==> src/rtl/div_iter_pkg.sv <==
`default_nettype none
`timescale 1ns/1ps
// ============================================================================
//  Module      : div_iter_pkg
//  Description : Shared definitions for the iterative divider: state
//                encodings, handshake levels and reset level.
//  Revision    : 1.0  initial release
// ============================================================================
package div_iter_pkg;

  // Divider FSM state encodings
  typedef enum logic [1:0] {
    DIV_FREE    = 2'b00,
    DIV_BY_ZERO = 2'b01,
    DIV_ON      = 2'b10,
    DIV_END     = 2'b11
  } div_state_e;

  // Reset level
  localparam logic RST_ENABLE           = 1'b1;

  // Result handshake levels
  localparam logic DIV_RESULT_READY     = 1'b1;
  localparam logic DIV_RESULT_NOT_READY = 1'b0;

  // Request handshake levels
  localparam logic DIV_START            = 1'b1;
  localparam logic DIV_STOP             = 1'b0;

endpackage : div_iter_pkg
`default_nettype wire

==> src/rtl/div_iter.sv <==
`default_nettype none
`timescale 1ns/1ps
// ============================================================================
//  Module      : div_iter
//  Description : Multi-cycle restoring divider, signed or unsigned. One
//                quotient bit per cycle; result packed as {remainder,
//                quotient}. Divide-by-zero returns zero after one cycle.
//  Revision    : 1.0  initial release
// ============================================================================
module div_iter
  import div_iter_pkg::*;
#(
  parameter int WIDTH = 32
) (
  input  logic               clk,
  input  logic               rst,
  input  logic               signed_div_i,
  input  logic [WIDTH-1:0]   opdata1_i,
  input  logic [WIDTH-1:0]   opdata2_i,
  input  logic               start_i,
  input  logic               annul_i,
  output logic [2*WIDTH-1:0] result_o,
  output logic               ready_o
);

  // Iteration counter width follows the operand width
  localparam int               CW       = $clog2(WIDTH + 1);
  localparam logic [CW-1:0]    LAST_CNT = CW'(WIDTH - 1);
  localparam logic [CW-1:0]    CNT_ONE  = CW'(1);

  // Registered state
  div_state_e           state,    state_nx;
  logic [CW-1:0]        cnt,      cnt_nx;
  logic [2*WIDTH:0]     work,     work_nx;
  logic [WIDTH-1:0]     divisor,  divisor_nx;
  logic                 neg_quo,  neg_quo_nx;
  logic                 neg_rem,  neg_rem_nx;
  logic [2*WIDTH-1:0]   result_nx;
  logic                 ready_nx;

  // Datapath helpers
  logic [WIDTH:0]       trial_sub;
  logic [WIDTH-1:0]     abs_dividend;
  logic [WIDTH-1:0]     abs_divisor;
  logic                 in_dvd_neg;
  logic                 in_dsr_neg;
  logic [WIDTH-1:0]     raw_quo;
  logic [WIDTH-1:0]     raw_rem;
  logic [WIDTH-1:0]     fix_quo;
  logic [WIDTH-1:0]     fix_rem;

  // Operand magnitudes, trial subtraction and sign-corrected result
  always_comb begin
    in_dvd_neg   = signed_div_i & opdata1_i[WIDTH-1];
    in_dsr_neg   = signed_div_i & opdata2_i[WIDTH-1];
    abs_dividend = in_dvd_neg ? (~opdata1_i + 1'b1) : opdata1_i;
    abs_divisor  = in_dsr_neg ? (~opdata2_i + 1'b1) : opdata2_i;
    // Extra top bit acts as the borrow: set means partial remainder < divisor
    trial_sub    = {1'b0, work[2*WIDTH-1:WIDTH]} - {1'b0, divisor};
    raw_quo      = work[WIDTH-1:0];
    raw_rem      = work[2*WIDTH:WIDTH+1];
    // Most-negative / -1 wraps naturally back to most-negative here
    fix_quo      = neg_quo ? (~raw_quo + 1'b1) : raw_quo;
    fix_rem      = neg_rem ? (~raw_rem + 1'b1) : raw_rem;
  end

  // Next-state and next-output logic
  always_comb begin
    state_nx   = state;
    cnt_nx     = cnt;
    work_nx    = work;
    divisor_nx = divisor;
    neg_quo_nx = neg_quo;
    neg_rem_nx = neg_rem;
    result_nx  = '0;
    ready_nx   = DIV_RESULT_NOT_READY;

    case (state)
      DIV_FREE: begin
        if (start_i == DIV_START && !annul_i) begin
          divisor_nx = abs_divisor;
          neg_quo_nx = in_dvd_neg ^ in_dsr_neg;
          neg_rem_nx = in_dvd_neg;
          cnt_nx     = '0;
          if (opdata2_i == '0) begin
            state_nx = DIV_BY_ZERO;
            work_nx  = '0;
          end else begin
            state_nx = DIV_ON;
            work_nx  = {{WIDTH{1'b0}}, abs_dividend, 1'b0};
          end
        end
      end

      DIV_BY_ZERO: begin
        work_nx = '0;
        cnt_nx  = '0;
        if (annul_i) begin
          state_nx = DIV_FREE;
        end else begin
          state_nx = DIV_END;
        end
      end

      DIV_ON: begin
        if (annul_i) begin
          state_nx = DIV_FREE;
          work_nx  = '0;
          cnt_nx   = '0;
        end else begin
          if (trial_sub[WIDTH]) begin
            work_nx = {work[2*WIDTH-1:0], 1'b0};
          end else begin
            work_nx = {trial_sub[WIDTH-1:0], work[WIDTH-1:0], 1'b1};
          end
          cnt_nx = cnt + CNT_ONE;
          if (cnt == LAST_CNT) begin
            state_nx = DIV_END;
          end
        end
      end

      DIV_END: begin
        if (start_i == DIV_START) begin
          ready_nx  = DIV_RESULT_READY;
          result_nx = {fix_rem, fix_quo};
        end else begin
          state_nx = DIV_FREE;
          work_nx  = '0;
          cnt_nx   = '0;
        end
      end

      default: begin
        state_nx = DIV_FREE;
        work_nx  = '0;
        cnt_nx   = '0;
      end
    endcase
  end

  // State and output registers; reset overrides every other input
  always_ff @(posedge clk) begin
    if (rst == RST_ENABLE) begin
      state    <= DIV_FREE;
      cnt      <= '0;
      work     <= '0;
      divisor  <= '0;
      neg_quo  <= 1'b0;
      neg_rem  <= 1'b0;
      result_o <= '0;
      ready_o  <= DIV_RESULT_NOT_READY;
    end else begin
      state    <= state_nx;
      cnt      <= cnt_nx;
      work     <= work_nx;
      divisor  <= divisor_nx;
      neg_quo  <= neg_quo_nx;
      neg_rem  <= neg_rem_nx;
      result_o <= result_nx;
      ready_o  <= ready_nx;
    end
  end

endmodule : div_iter
`default_nettype wire

==> config.mk <==
export PLATFORM = sky130hd
export DESIGN_NAME = div_iter
export DESIGN_NICKNAME = d
export VERILOG_FILES = /design/src/rtl/div_iter_pkg.sv /design/src/rtl/div_iter.sv
export SDC_FILE = /design/constraint.sdc
export NUM_CORES = 1
export LEC_CHECK = 0
export BUFFER_PORTS_ARGS = -buffer_cell sky130_fd_sc_hd__buf_2
export CAP_MARGIN = 10
export CELL_PAD_IN_SITES_DETAIL_PLACEMENT = 1
export CELL_PAD_IN_SITES_GLOBAL_PLACEMENT = 1
export CORE_MARGIN = 5
export CORE_UTILIZATION = 28
export CTS_BUF_LIST = sky130_fd_sc_hd__clkbuf_8
export DETAILED_ROUTE_END_ITERATION = 6
export PLACE_DENSITY_LB_ADDON = 0.1
export SLEW_MARGIN = 5
export SYNTH_ARGS = -nofsm -noshare
export SYNTH_HDL_FRONTEND = slang
export SYNTH_SLANG_ARGS = --single-unit
==> constraint.sdc <==
create_clock -name clk -period 3.2 [get_ports clk]
set_clock_uncertainty 0.05 [all_clocks]
set_input_delay 0.16 -clock clk [delete_from_list [all_inputs] [get_ports clk]]
set_output_delay 0.16 -clock clk [all_outputs]
set_load 0.01 [all_outputs]
==> results_dict.tcl, run 1 <==
set metrics [dict create \
    cts_tree "yes" \
    synth_seq_cells 172 \
    ys_seq_area_share_pct 34.5 \
    ff2ff_path_depth 8 \
    clock.fmax_mhz 322 \
    cp_cell_sequence "or4_4, or3_4, or3_4, or3_4, or4_4, o41ai_4, xor2_1, nor2_1" \
    cts_made_buffers 17 \
    drc 0 \
    vias_per_cell 4.88 \
    powerDensity_mw_per_mm2 598 \
    htreeDepth 4 \
    drt_iter0_markers 348 \
    fin_cells 1915 \
    setup_viol 0 \
    cts.sinks 172 \
    die-area_mm2 0.0395 \
    period_share_pct 97.2 \
    yosysUniqueCellTypes 59 \
    grt_start_max_net_pins 63 \
    maxSlewHeadroom_pct 52.9 \
    syn_inst 1235 \
    ioPinCount 134 \
    antenna_found_initial 2 \
    dpl.cell_count 1853 \
    clkLatencyLatePin_ns 0.48 \
    final_cell_mix "172 x nor2_1, 171 x dfxtp_1, 133 x buf_2" \
    clock_path_buffers 2 \
    synthFlopType "dfxtp_1" \
    num_vias 9344 \
    critPathMaxStageDelay_ns 0.53 \
    worstPathArrival_ns 3.40 \
    hold_viol 0 \
    start_kind "flip-flop" \
    die_w_um 199 \
    antenna_left 0 \
    nets 1553 \
    outcome "finished clean" \
    cp-end-kind "flip-flop" \
    globalRouteTotalUtil_pct 16.3 \
    grt_pass1_vias 9746 \
    worst_pin_slew_ns 0.704 \
    ctsRootBufferMaster "clkbuf_8" \
    final_max_slew_viol_count 0 \
    synthesis.nets 1347 \
    hpwlAfterDp_um 24800 \
    vdd_drop_max_mv 0.272 \
    slowest_stage "or4_4" \
    final_common_cell "nor2_1" \
    worst-path-max-fanout 3 \
    power_w 0.00742 \
    worstPathRequired_ns 3.49 \
    synthArstFlopShare_pct 0 \
    wire_per_inst_um 16.7 \
    routabilityCongestion 0.807 \
    worstSetupPathType "reg2reg" \
    synth.cell_area_mm2 0.00997 \
    grt_pass1_wl_um 51800 \
    first_pass_iters 5 \
    initial_core_util_pct 28.2 \
    cts.clk_slew.worst_paths_ns 0.09 \
    cpMostUsedCell "or3_4" \
    core_area_mm2 0.0354 \
    synth_warnings 0 \
    synth-edff-count 0 \
    p_leak_nw 5.26 \
    cp_top_family "simple AND/OR/NAND/NOR gates" \
    die_h_um 199 \
    rsz0062_at_grt "true" \
    drv_cap 0 \
    gr-total-overflow 0 \
    worst-path-buf-inv 0 \
    drive_gt1_share_pct 19.3 \
    hold-path-cell-count 3 \
    tns_ns 0 \
    hold_path_class "in2reg" \
    row_count 69 \
    period_minus_slack_ns 3.11 \
    port_buffers 133 \
    nFillCells 4290 \
    drt_wl_total_um 32000 \
    postSynthAreaPerCell_um2 8.07 \
    areaGrowthSynthToFinish_pct 24.5 \
    crit_cells 8 \
]
registers in the layout (all words and copies together) (netlist names):
name,cells
work,65
result_o,64
divisor,32
cnt,6
state,2
neg_quo,1
neg_rem,1
ready_o,1
metal layers:
layer	vias up	GRT usage, %	wire length, um
met4	2	4.43	468
li1	4774	-	-
met1	4443	21.3	15200
met3	22	2.24	744
met5	-	0	13
met2	103	28.2	15600
Yosys cell counts, types with 2 or more instances:
| cell | instances | area share (%) |
|---|---|---|
| nand4_1 | 6 | 0.38 |
| or2_2 | 3 | 0.19 |
| inv_1 | 55 | 2.1 |
| mux2_2 | 2 | 0.23 |
| o41ai_1 | 12 | 1.1 |
| and4_1 | 4 | 0.35 |
| mux2i_1 | 25 | 2.5 |
| a211oi_1 | 29 | 2.2 |
| dfxtp_1 | 172 | 35 |
| clkbuf_1 | 61 | 2.3 |
| a31oi_1 | 9 | 0.56 |
| nand3_1 | 9 | 0.45 |
| nand2b_1 | 15 | 0.94 |
| o21a_1 | 4 | 0.30 |
| a21o_1 | 10 | 0.75 |
| o211ai_1 | 3 | 0.23 |
| xor2_1 | 94 | 8.3 |
| nand3b_1 | 2 | 0.15 |
| ha_1 | 42 | 5.3 |
| or4_1 | 9 | 0.68 |
| o21ai_0 | 93 | 4.7 |
| a32oi_1 | 8 | 0.70 |
| buf_2 | 2 | 0.10 |
| nor2b_1 | 10 | 0.63 |
| or3_1 | 22 | 1.4 |
| and3_1 | 5 | 0.31 |
| or3_4 | 3 | 0.34 |
| o21bai_1 | 2 | 0.15 |
| and2_1 | 6 | 0.38 |
| xnor2_1 | 52 | 4.6 |
| a311oi_1 | 6 | 0.53 |
| nor3_1 | 44 | 2.2 |
| nor3b_1 | 2 | 0.15 |
| nor4_1 | 9 | 0.56 |
| or4_4 | 2 | 0.23 |
| a21oi_1 | 62 | 3.1 |
| nand2_1 | 90 | 3.4 |
| o31ai_1 | 24 | 1.8 |
| a221oi_1 | 33 | 2.9 |
| nor2_1 | 175 | 6.6 |
worst register-to-register path, stage by stage (launching register included):
cell and delay (ns):
dfxtp_1 0.32, or4_4 0.53, or3_4 0.34, or3_4 0.40
or3_4 0.40, or4_4 0.47, o41ai_4 0.23, xor2_1 0.19
nor2_1 0.05
path summary, 6_finish.rpt:
path / from / slack, ns / to
worst min register to register: divisor[20] / 0.42 / divisor[20]
worst min-delay path: opdata2_i[9] / 0.03 / divisor[9]
worst max register to register: work[6] / 0.09 / result_o[29]
worst max-delay path: work[6] / 0.09 / result_o[29]
through the flow:
step           util (%)  hold slack [ns]  instance area [um^2]  setup WS [ns]
2_1_floorplan         -            0.246                  9970         0.0624
3_3_place_gp       33.0            0.395                 11700         0.0426
3_5_place_dp       33.0            0.409                 11700        -0.0237
4_1_cts            34.9        0.0000625                 12300        0.00710
5_1_grt            35.1          0.00736                 12400        -0.0133
6_report           35.1           0.0304                 12400         0.0897
logic make-up after synthesis:
group                      share of synthesized area (%)
and+or+nand+nor                                     19.9
muxes                                               2.74
AOI/OAI and AO/OA                                   19.9
xor gates and xnor gates                            12.8
adders and majority gates                           5.47
DFF                                                 34.5
buffers and inverters                               4.62
repair_timing:
action	4_1_cts	5_1_grt
setup buffers	0	2
resized for setup	3	18
endpoints found under the setup margin	17	34
hold buffers	28	0
endpoints found under the hold margin	27	0
pin swaps	4	7
layout make-up:
cell class,instances,area (um^2),area share (%)
sequential,172,3440,27.7
clock buffer,19,262,2.11
multi-input combinational,943,6150,49.6
antenna,1,2.50,0.0202
timing repair buffer,252,1670,13.4
inverter,55,206,1.66
tap,461,577,4.65
clock inverter,12,101,0.816
power by group:
group | internal, W | total, W | switching [W]
clock network | 0.000647 | 0.00149 | 0.000842
registers | 0.00243 | 0.00273 | 0.000302
logic | 0.00141 | 0.00320 | 0.00179
(Power assumes the default switching activity.)
==> run 2: changes to the inputs <==
--- a/config.mk
+++ b/config.mk
@@ -14,6 +14,7 @@
 export CTS_BUF_LIST = sky130_fd_sc_hd__clkbuf_8
 export DETAILED_ROUTE_END_ITERATION = 6
 export PLACE_DENSITY_LB_ADDON = 0.1
+export RECOVER_POWER = 50
 export SLEW_MARGIN = 5
 export SYNTH_ARGS = -nofsm -noshare
 export SYNTH_HDL_FRONTEND = slang
==> run 2 against run 1 <==
The flow now finishes with violations (max-capacitance violations, max-slew violations). Routed wire length is 0.45% higher. Sequential share of layout area up 0.25 points. Cell area is 0.90% lower. Count of clock-buffer cells in the layout unchanged. Critical path type unchanged. Largest power group unchanged. Highest routed layer unchanged.
==> results_dict.tcl, run 2 (same netlist as run 1, synthesis figures left out) <==
set metrics [dict create \
    outcome "finished, violations left" \
    violations "max-capacitance violations, max-slew violations" \
    clock_path_buffers 2 \
    hold_path_class "in2reg" \
    cts_made_buffers 17 \
    num_vias 9336 \
    seqCellArea_mm2 0.00344 \
    start_kind "flip-flop" \
    cts.sinks 172 \
    cp-end-kind "flip-flop" \
    setup_viol 0 \
    rsz0062_at_grt "true" \
    antenna_found_initial 2 \
    largest_reg_flops 65 \
    die_w_um 199 \
    drive_gt1_share_pct 14.5 \
    drc 0 \
    die_h_um 199 \
    wire_per_inst_um 16.8 \
    top_register "work" \
    final_area_mm2 0.0123 \
    cts.clk_slew.worst_paths_ns 0.09 \
    row_count 69 \
    clkLatencyLatePin_ns 0.48 \
    antenna_left 0 \
    hold_viol 0 \
    nFillCells 4315 \
    areaGrowthSynthToFinish_pct 23.4 \
    p_leak_nw 4.95 \
    worst-path-max-fanout 3 \
    maxSlewHeadroom_pct -15.4 \
    fin_ws_ns 0.0906 \
    ioPinCount 134 \
    vdd_drop_max_mv 0.276 \
    final_cell_mix "172 x nor2_1, 171 x dfxtp_1, 94 x xor2_1" \
    cts_tree "yes" \
    ctsRootBufferMaster "clkbuf_8" \
    grt_start_max_net_pins 63 \
    powerDensity_mw_per_mm2 603 \
    dpl.cell_count 1853 \
    first_pass_iters 4 \
    multi_input_area_mm2 0.00615 \
    worstPathArrival_ns 3.41 \
    gr-total-overflow 0 \
    period_minus_slack_ns 3.11 \
    final_max_slew_viol_count 71 \
    clock.fmax_mhz 322 \
    globalRouteTotalUtil_pct 16.3 \
    vias_per_cell 4.88 \
    grt_pass1_wl_um 51800 \
    dpl-instance-area_mm2 0.0117 \
    worstPathRequired_ns 3.50 \
    nets 1553 \
    htreeDepth 4 \
    holdWs_ns 0.0280 \
    hpwlAfterDp_um 24800 \
    preCtsSetupSlack_ns -0.0237 \
    initial_core_util_pct 28.2 \
    fin_cells 1915 \
    top_regs "work: 65 flops, result_o: 64 flops, divisor: 32 flops" \
    core_area_mm2 0.0354 \
    routabilityCongestion 0.807 \
    worst_pin_slew_ns 1.73 \
    drt_wl_total_um 32100 \
    port_buffers 133 \
    final_common_cell "nor2_1" \
    period_share_pct 97.2 \
    grt_pass1_vias 9746 \
    worstSetupPathType "reg2reg" \
    drv_cap 2 \
    die-area_mm2 0.0395 \
    drt_iter0_markers 300 \
    power_w 0.00742 \
]
## run 2: per-layer routing
| metal | up-vias | share of wire (%) | routed length [um] | track usage (%) |
|---|---|---|---|---|
| met5 | - | 0.040 | 13 | 0 |
| met4 | 2 | 1.5 | 482 | 4.43 |
| met3 | 22 | 2.3 | 731 | 2.24 |
| met2 | 108 | 49 | 15600 | 28.2 |
| met1 | 4436 | 48 | 15300 | 21.3 |
| li1 | 4768 | - | - | - |
## run 2: final cells by class
type | count | share of cell area [%]
Sequential cell | 172 | 28.0
Antenna cell | 1 | 0.0203
Multi-Input combinational cell | 943 | 50.0
Tap cell | 461 | 4.69
Clock inverter | 12 | 0.824
Clock buffer | 19 | 2.13
Inverter | 55 | 1.68
Timing Repair Buffer | 252 | 12.6
## run 2: through the flow
| step | util (%) | setup TNS (ns) |
|---|---|---|
| 2_1_floorplan | - | 0 |
| 3_3_place_gp | 33.0 | 0 |
| 3_5_place_dp | 33.0 | -0.0511 |
| 4_1_cts | 34.9 | 0 |
| 5_1_grt | 34.8 | -0.0133 |
| 6_report | 34.8 | 0 |
## run 2: what timing repair did
action,CTS,global route
pin swaps,4,7
endpoints found under the hold margin,27,0
setup buffers,0,2
hold buffers,28,0
endpoints found under the setup margin,17,34
gates resized for setup,3,18
## run 2: worst paths after layout
path	from	endpoint	slack [ns]	cells past startpoint
max reg2reg	work[6]	result_o[29]	0.09	8
min reg2reg	divisor[20]	divisor[20]	0.42	2
min	opdata2_i[9]	divisor[9]	0.03	3
max	work[6]	result_o[29]	0.09	8
## run 2: critical path, cell delays in order (launching register included)
cell	delay (ns)
dfxtp_1	0.32
or4_4	0.53
or3_4	0.34
or3_4	0.40
or3_4	0.39
or4_4	0.47
o41ai_4	0.23
xor2_1	0.19
nor2_1	0.05
## run 2: power by group
group	switching [W]	internal [W]
combinational	0.00179	0.00141
sequential	0.000301	0.00243
clock	0.000847	0.000647
